$ cat config.mk
export PLATFORM = sky130hd
export DESIGN_NAME = spi_data_latch
export DESIGN_NICKNAME = d
export VERILOG_FILES = /design/src/rtl/spi_data_latch.sv
export SDC_FILE = /design/constraint.sdc
export NUM_CORES = 1
export LEC_CHECK = 0
export BUFFER_PORTS_ARGS = -buffer_cell sky130_fd_sc_hd__buf_2
export CORE_MARGIN = 2
export CORE_UTILIZATION = 60
export DETAILED_ROUTE_END_ITERATION = 6
export PLACE_DENSITY = 0.81
export SETUP_SLACK_MARGIN = 0.2
export SYNTH_ARGS = -nofsm -noshare
export SYNTH_HDL_FRONTEND = slang
export SYNTH_SLANG_ARGS = --single-unit
$ cat constraint.sdc
create_clock -name CLKCPU_A -period 2.9 [get_ports CLKCPU_A]
set_input_delay 0 -clock CLKCPU_A [delete_from_list [all_inputs] [get_ports CLKCPU_A]]
set_output_delay 0 -clock CLKCPU_A [all_outputs]
set_load 0.05 [all_outputs]
$ cat src/rtl/spi_data_latch.sv
// ---------------------------------------------------------------------------
// spi_data_latch
//
// Punts a CPU bus cycle (RTC, joystick, POTGOR) to an external MCU over SPI.
// When the decode stage raises a REQ_* line during an address strobe, a
// descriptor byte {RW, REQ_RTC, REQ_JOY, REQ_BTN, 0, A[3:1]} is latched. The
// MCU then clocks one 8-bit mode-0 frame: the descriptor goes out on MISO and
// the reply byte comes in on MOSI. A complete 8-bit frame latches the reply
// onto D_OUT and raises ACK until the CPU drops AS20. A frame of any other
// length is discarded and the MCU may retry.
//
// Ports
//   CLKCPU_A  in   CPU clock, all state on rising edge
//   RESET_N   in   asynchronous active-low reset
//   AS20      in   CPU address strobe, active low
//   RW        in   CPU direction, 1 = read
//   A[2:0]    in   CPU address bits [3:1]
//   REQ_RTC   in   punt request, RTC
//   REQ_JOY   in   punt request, joystick
//   REQ_BTN   in   punt request, POTGOR
//   SPI_CK    in   SPI clock from MCU (asynchronous)
//   SPI_MOSI  in   SPI data from MCU (asynchronous)
//   SPI_NSS   in   SPI slave select from MCU (asynchronous)
//   SPI_MISO  out  SPI data to MCU
//   D_OUT     out  read data for D[31:24]
//   D_OE      out  data bus output enable, active high
//   ACK       out  completion level to the decode stage
// ---------------------------------------------------------------------------
`timescale 1ns/1ps

module spi_data_latch (
    input  logic       CLKCPU_A,
    input  logic       RESET_N,
    input  logic       AS20,
    input  logic       RW,
    input  logic [2:0] A,
    input  logic       REQ_RTC,
    input  logic       REQ_JOY,
    input  logic       REQ_BTN,
    input  logic       SPI_CK,
    input  logic       SPI_MOSI,
    input  logic       SPI_NSS,
    output logic       SPI_MISO,
    output logic [7:0] D_OUT,
    output logic       D_OE,
    output logic       ACK
);

    localparam int DATA_W = 8;

    typedef enum logic [1:0] {
        S_IDLE = 2'd0,
        S_REQ  = 2'd1,
        S_XFER = 2'd2,
        S_DONE = 2'd3
    } state_t;

    state_t              state;
    logic [DATA_W-1:0]   desc;
    logic [DATA_W-1:0]   tx_sr;
    logic [DATA_W-1:0]   rx_sr;
    logic [3:0]          bit_cnt;

    logic sck_p0, sck_p1, sck_p2;
    logic nss_p0, nss_p1, nss_p2;
    logic mosi_p0, mosi_p1;

    logic sck_rise, sck_fall, nss_rise, nss_fall;
    logic any_req;

    // ---- stage p0/p1: two-flop synchronizers; p2: edge-detect history ----
    // MOSI needs no third flop: it is sampled at p1, the same age as the
    // SCK level that produces sck_rise.
    always_ff @(posedge CLKCPU_A or negedge RESET_N) begin
        if (!RESET_N) begin
            sck_p0  <= 1'b0;
            sck_p1  <= 1'b0;
            sck_p2  <= 1'b0;
            nss_p0  <= 1'b1;
            nss_p1  <= 1'b1;
            nss_p2  <= 1'b1;
            mosi_p0 <= 1'b0;
            mosi_p1 <= 1'b0;
        end else begin
            sck_p0  <= SPI_CK;
            sck_p1  <= sck_p0;
            sck_p2  <= sck_p1;
            nss_p0  <= SPI_NSS;
            nss_p1  <= nss_p0;
            nss_p2  <= nss_p1;
            mosi_p0 <= SPI_MOSI;
            mosi_p1 <= mosi_p0;
        end
    end

    assign sck_rise = sck_p1 & ~sck_p2;
    assign sck_fall = ~sck_p1 & sck_p2;
    assign nss_rise = nss_p1 & ~nss_p2;
    assign nss_fall = ~nss_p1 & nss_p2;
    assign any_req  = REQ_RTC | REQ_JOY | REQ_BTN;

    // ---- control FSM and SPI shift registers ----
    always_ff @(posedge CLKCPU_A or negedge RESET_N) begin
        if (!RESET_N) begin
            state    <= S_IDLE;
            ACK      <= 1'b0;
            SPI_MISO <= 1'b0;
            D_OUT    <= '0;
            bit_cnt  <= 4'd0;
            desc     <= '0;
            tx_sr    <= '0;
            rx_sr    <= '0;
        end else if (state != S_IDLE && AS20) begin
            // CPU ended the bus cycle: drop everything, even mid-frame.
            state    <= S_IDLE;
            ACK      <= 1'b0;
            SPI_MISO <= 1'b0;
        end else begin
            unique case (state)
                S_IDLE: begin
                    if (!AS20 && any_req) begin
                        desc  <= {RW, REQ_RTC, REQ_JOY, REQ_BTN, 1'b0, A};
                        state <= S_REQ;
                    end
                end

                S_REQ: begin
                    // Edge, not level: NSS already low on entry is ignored.
                    if (nss_fall) begin
                        state    <= S_XFER;
                        bit_cnt  <= 4'd0;
                        rx_sr    <= '0;
                        tx_sr    <= desc;
                        SPI_MISO <= desc[DATA_W-1];
                    end
                end

                S_XFER: begin
                    if (nss_rise) begin
                        SPI_MISO <= 1'b0;
                        if (bit_cnt == 4'd8) begin
                            state <= S_DONE;
                            D_OUT <= rx_sr;
                            ACK   <= 1'b1;
                        end else begin
                            // Wrong length: discard and allow a retry frame.
                            state <= S_REQ;
                        end
                    end else begin
                        if (sck_rise) begin
                            rx_sr <= {rx_sr[DATA_W-2:0], mosi_p1};
                            // Saturate at 9 so any overlong frame stays != 8.
                            if (bit_cnt != 4'd9)
                                bit_cnt <= bit_cnt + 4'd1;
                        end
                        if (sck_fall) begin
                            tx_sr    <= {tx_sr[DATA_W-2:0], 1'b0};
                            SPI_MISO <= tx_sr[DATA_W-2];
                        end
                    end
                end

                S_DONE: begin
                    ACK <= 1'b1;
                end

                default: begin
                    state <= S_IDLE;
                end
            endcase
        end
    end

    // Combinational so the bus is released in the same cycle AS20 rises.
    assign D_OE = (state == S_DONE) && RW && !AS20;

endmodule
After elaboration in Yosys (flattened, before gate mapping)
Cells that the tools add are included.
- word-level logic and storage cells: 90
- register bits: 46
- bits of input ports: 13
- output and inout port bits: 11
- bitwise operators: 11
- reduce and logical (&&, ||, !) cells: 19
- $add $sub $neg: 1
- mux-type cells: 28
- equal/unequal tests: 15
- operator list (operator ; number):
    8-bit 2-to-1 mux ; 3
    7-bit 2-to-1 mux ; 3
    4-bit 2-to-1 mux ; 4
    8-bit case mux with 2 select lines ; 1
    7-bit case mux with 2 select lines ; 1
    3-bit inequality test, second input constant ; 4
    2-bit 2-to-1 mux ; 5
    2-bit inequality test, second input constant ; 5
    5-bit AND reduction ; 2
    3-bit AND reduction ; 3
    4-bit inequality test, second input constant ; 2
    4-bit case mux with 2 select lines ; 1
    4-bit AND reduction ; 2
    1-bit 2-to-1 mux ; 7
    2-bit case mux with 3 select lines ; 1
    6-bit AND reduction ; 1
    3-bit nonzero test ; 2
    1-bit NOT ; 5
    4-bit by 1-bit adder with 4-bit output, second input constant ; 1
    1-bit bitwise AND ; 4
    2-bit == test, second input constant ; 2
    4-bit == test, second input constant ; 1
    1-bit logical AND ; 4
    1-bit case mux with 2 select lines ; 2
    other kinds (6) ; 8

Depth between registers and ports, before layout
- word-level depth: 6
- depth in mapped cells: 7
- mapped depth without buffers: 6

Worst setup path after synthesis
Ideal clock, no wire load.
- kind: register -> register
- from: register state[0]
- to: register rx_sr[0]
- stages on the path, launching flop included: 8
- buffers on the path: 1
- setup slack: 948 ps
- data required time: 2820 ps
- clock period less this slack: 1952 ps
- data arrival time: 1873 ps
- path through: dfrtp_1 inv_1 ha_1 buf_6 a21oi_2 nor2_1 a2111oi_4 mux2i_1
- word-level cells in the longest chain between the ends: 4
- elaborated cells on any way between the ends: 11
- classes of those cells: eq/ne (5); mux (1); bitwise (1); reduce/logical (4)
- RTL lines (what ; line ; RTL):
    start, declared ; 58 ; state_t state;
    start signal, assigned ; 105 ; state <= S_IDLE;
    start signal, assigned ; 115 ; state <= S_IDLE;
    start signal, assigned ; 123 ; state <= S_REQ;
    parallel branches: the longest is 4 deep, another holds 5-bit AND reduction ; - ;
    end signal, assigned ; 151 ; rx_sr <= {rx_sr[DATA_W-2:0], mosi_p1};
    end, declared ; 61 ; logic [DATA_W-1:0] rx_sr;
Parallel ways; which one is timed is not known.
A chain may end at the register's enable or synchronous reset.

Worst setup path in the final report
- from: register state[0]
- to: register rx_sr[5]
Same word-level chain as after synthesis.

==> reports/metrics.yaml <==
ios: 24
die-height_um: 65.34
drcViolationCount: 0
hold_viol_final: 0
ctsHoldBuffers: 11
r2r_slack_ns: 0.47
seq_area_um2: 1155
ir_worst_vdd_mv: 0.6166
start_util_pct: 62.12
synth.net_count: 211
dieArea_um2: 4269
seqPwrFrac_pct: 38.5
cts.path.max_buffers: 2
cts_root_buffer: "clkbuf_8"
synth.area.top_cells: "dfrtp_1 48%, mux2_2 12%, ha_1 5.0%, mux2i_1 4.9%, dfstp_2 3.5%"
port_buffers: 23
critPathLaunchType: "flip-flop"
area_growth_pct: 17.52
synthArstFlopShare_pct: 100.0
tightestPinTransition_ns: 1.002
final_core_util_pct: 73.00
timing.hold.ws_ns: 0.1376
cts_resized: 0
synth_most_common_cell: "dfrtp_1"
fmax_mhz: 411.4
htree_levels: 2
gp_congestion: 0.8295
post-cts-setup-buffers: 0
vias_per_cell: 5.661
die_x_um: 65.34
antennaDiodeCount: 0
synth_flop_cell: "dfrtp_1"
clock-sinks: 46
overflow: 0
critical_path.endpoint_type: "flip-flop"
rsz0062_at_grt: "no"
setup_tns_ns: 0
synth_top_area_cell: "dfrtp_1"
dpl.hpwl_um: 2949
power_density_nw_per_um2: 901.8
drive_gt1_share_pct: 30.09
cap_violations: 0
switchingPower_mw: 0.8364
min_path_type: "input port to flip-flop"
min_period_ns: 2.431
arrival_ns: 2.64
wl_per_cell_um: 15.96
yosys_warnings: 0
synth-seq-cells: 46
power_frac_clock_pct: 24.2
worstPathMaxFanout: 13
fin_worst_skew_ns: 0.01113
wirelength_um: 4372
outcome: "finished, final reports clean"
fill_cells: 281
syn_area_um2: 2257
synth.avg_cell_area_um2: 11.94
required_ns: 3.11
p_int_mw: 1.556
period_share_pct: 83.81
yosysTopAreaCellShare_pct: 47.67
swShare_pct: 34.96
cts_made_buffers: 5
drt_iter0_drc: 69
nNetsFinal: 247
crit_type: "flip-flop to flip-flop"
synth_common_cells: "43 x dfrtp_1, 25 x mux2_2, 17 x nand2_1"
antenna_found_initial: 0
setup_viol: 0
syn_inst: 189
grt_max_degree: 47
antenna_left: 0
num_rows: 22
clk-insertion-delay-late_ns: 0.30
grt_pass1_vias: 1604
vias: 1551
drt_pre_antenna_iters: 4
maxSlewHeadroom_pct: 33.19
p_leak_nw: 1.197
grt_pass1_wl_um: 7638
synth_edf_count: 0
power_frac_comb_pct: 37.3
tritoncts: "done"
ys_types: 39
grt_usage_pct: 24.22
core_um2: 3633
maxSlewViolCount: 0
clk_pin_slew_ns: 0.09
yosysSeqAreaShare_pct: 51.16
multi_input_area_um2: 1006
cell families after synthesis:
group / Yosys count / share of synthesized area, %
muxes: 36 / 17.35
AOI/OAI and AO/OA: 29 / 9.978
buffers and inverters: 21 / 4.268
and+or+nand+nor: 48 / 12.25
adders and majority gates: 9 / 4.989
DFF: 46 / 51.16
worst max-delay path, cell delays in order, from the launching register on:
cell and delay [ns]:
dfrtp_1 0.42, inv_1 0.14, ha_1 0.32, buf_4 0.23, a21oi_2 0.12, nor2_1 0.07, a2111oi_4 0.75, mux2i_1 0.28
placed cells by master, fill, tap and decap left out, types with 2 or more instances in the layout:
cell type       n
bufinv_16       2
nand2b_1        5
nand2_1        17
a22oi_1         2
clkbuf_8        6
a21oi_1         2
o21ai_0         8
nor2_1          5
dlygate4sd3_1  11
nand3_1         3
inv_1          15
mux2_2         25
dfstp_2         3
mux2i_1        11
o31ai_1         4
o221ai_1        3
o211ai_1        3
nor2b_1         6
dfrtp_1        43
buf_2          23
ha_1            9
power groups by stage:
stage / clock network (mW) / registers [mW] / logic, mW
3_5_place_dp: 0 / 0.931 / 0.878
4_1_cts: 0.591 / 0.920 / 0.896
5_1_grt: 0.618 / 0.943 / 0.978
2_1_floorplan: 0 / 1.01 / 0.598
3_3_place_gp: 0 / 0.915 / 0.845
6_report: 0.580 / 0.921 / 0.892
sequential cells by signal, summed over array words and instances (netlist names), 2 cells and up:
name     cells
tx_sr        7
desc         7
rx_sr        8
D_OUT        8
state        2
bit_cnt      4
worst paths after layout:
check	cells past startpoint	from	end
max reg2reg	7	state[0]	rx_sr[5]
min reg2reg	0	mosi_p0	mosi_p1
min	4	AS20	state[0]
min in group asynchronous	2	RESET_N	state[0]
max in group asynchronous	2	RESET_N	tx_sr[4]
max	7	state[0]	rx_sr[5]
metal layers:
layer	part of all wire, %	vias to the layer above	GRT usage, %
li1	-	736	-
met1	44	758	30.76
met2	48	40	38.52
met3	4.0	17	6.336
met4	4.0	0	11.98
met5	0	-	0
metrics by stage:
step           cell area [µm²]  total power [mW]  worst slack, ns  instances
4_1_cts                   2653             2.408           0.4413        274
5_1_grt                   2653             2.539           0.2534        274
2_1_floorplan             2257             1.608           0.9478        189
6_report                  2653             2.392           0.4694        274
3_3_place_gp              2400             1.760           0.5894        255
3_5_place_dp              2400             1.810           0.5279        255
layout make-up:
| class | instances | share of cell area [%] |
|---|---|---|
| sequential | 46 | 43.54 |
| multi-input combinational | 122 | 37.92 |
| timing repair buffer | 35 | 8.774 |
| clock buffer | 6 | 3.113 |
| clock inverter | 2 | 2.264 |
| tap | 48 | 2.264 |
| inverter | 15 | 2.123 |
No activity file was read; power rests on OpenSTA's default activity.
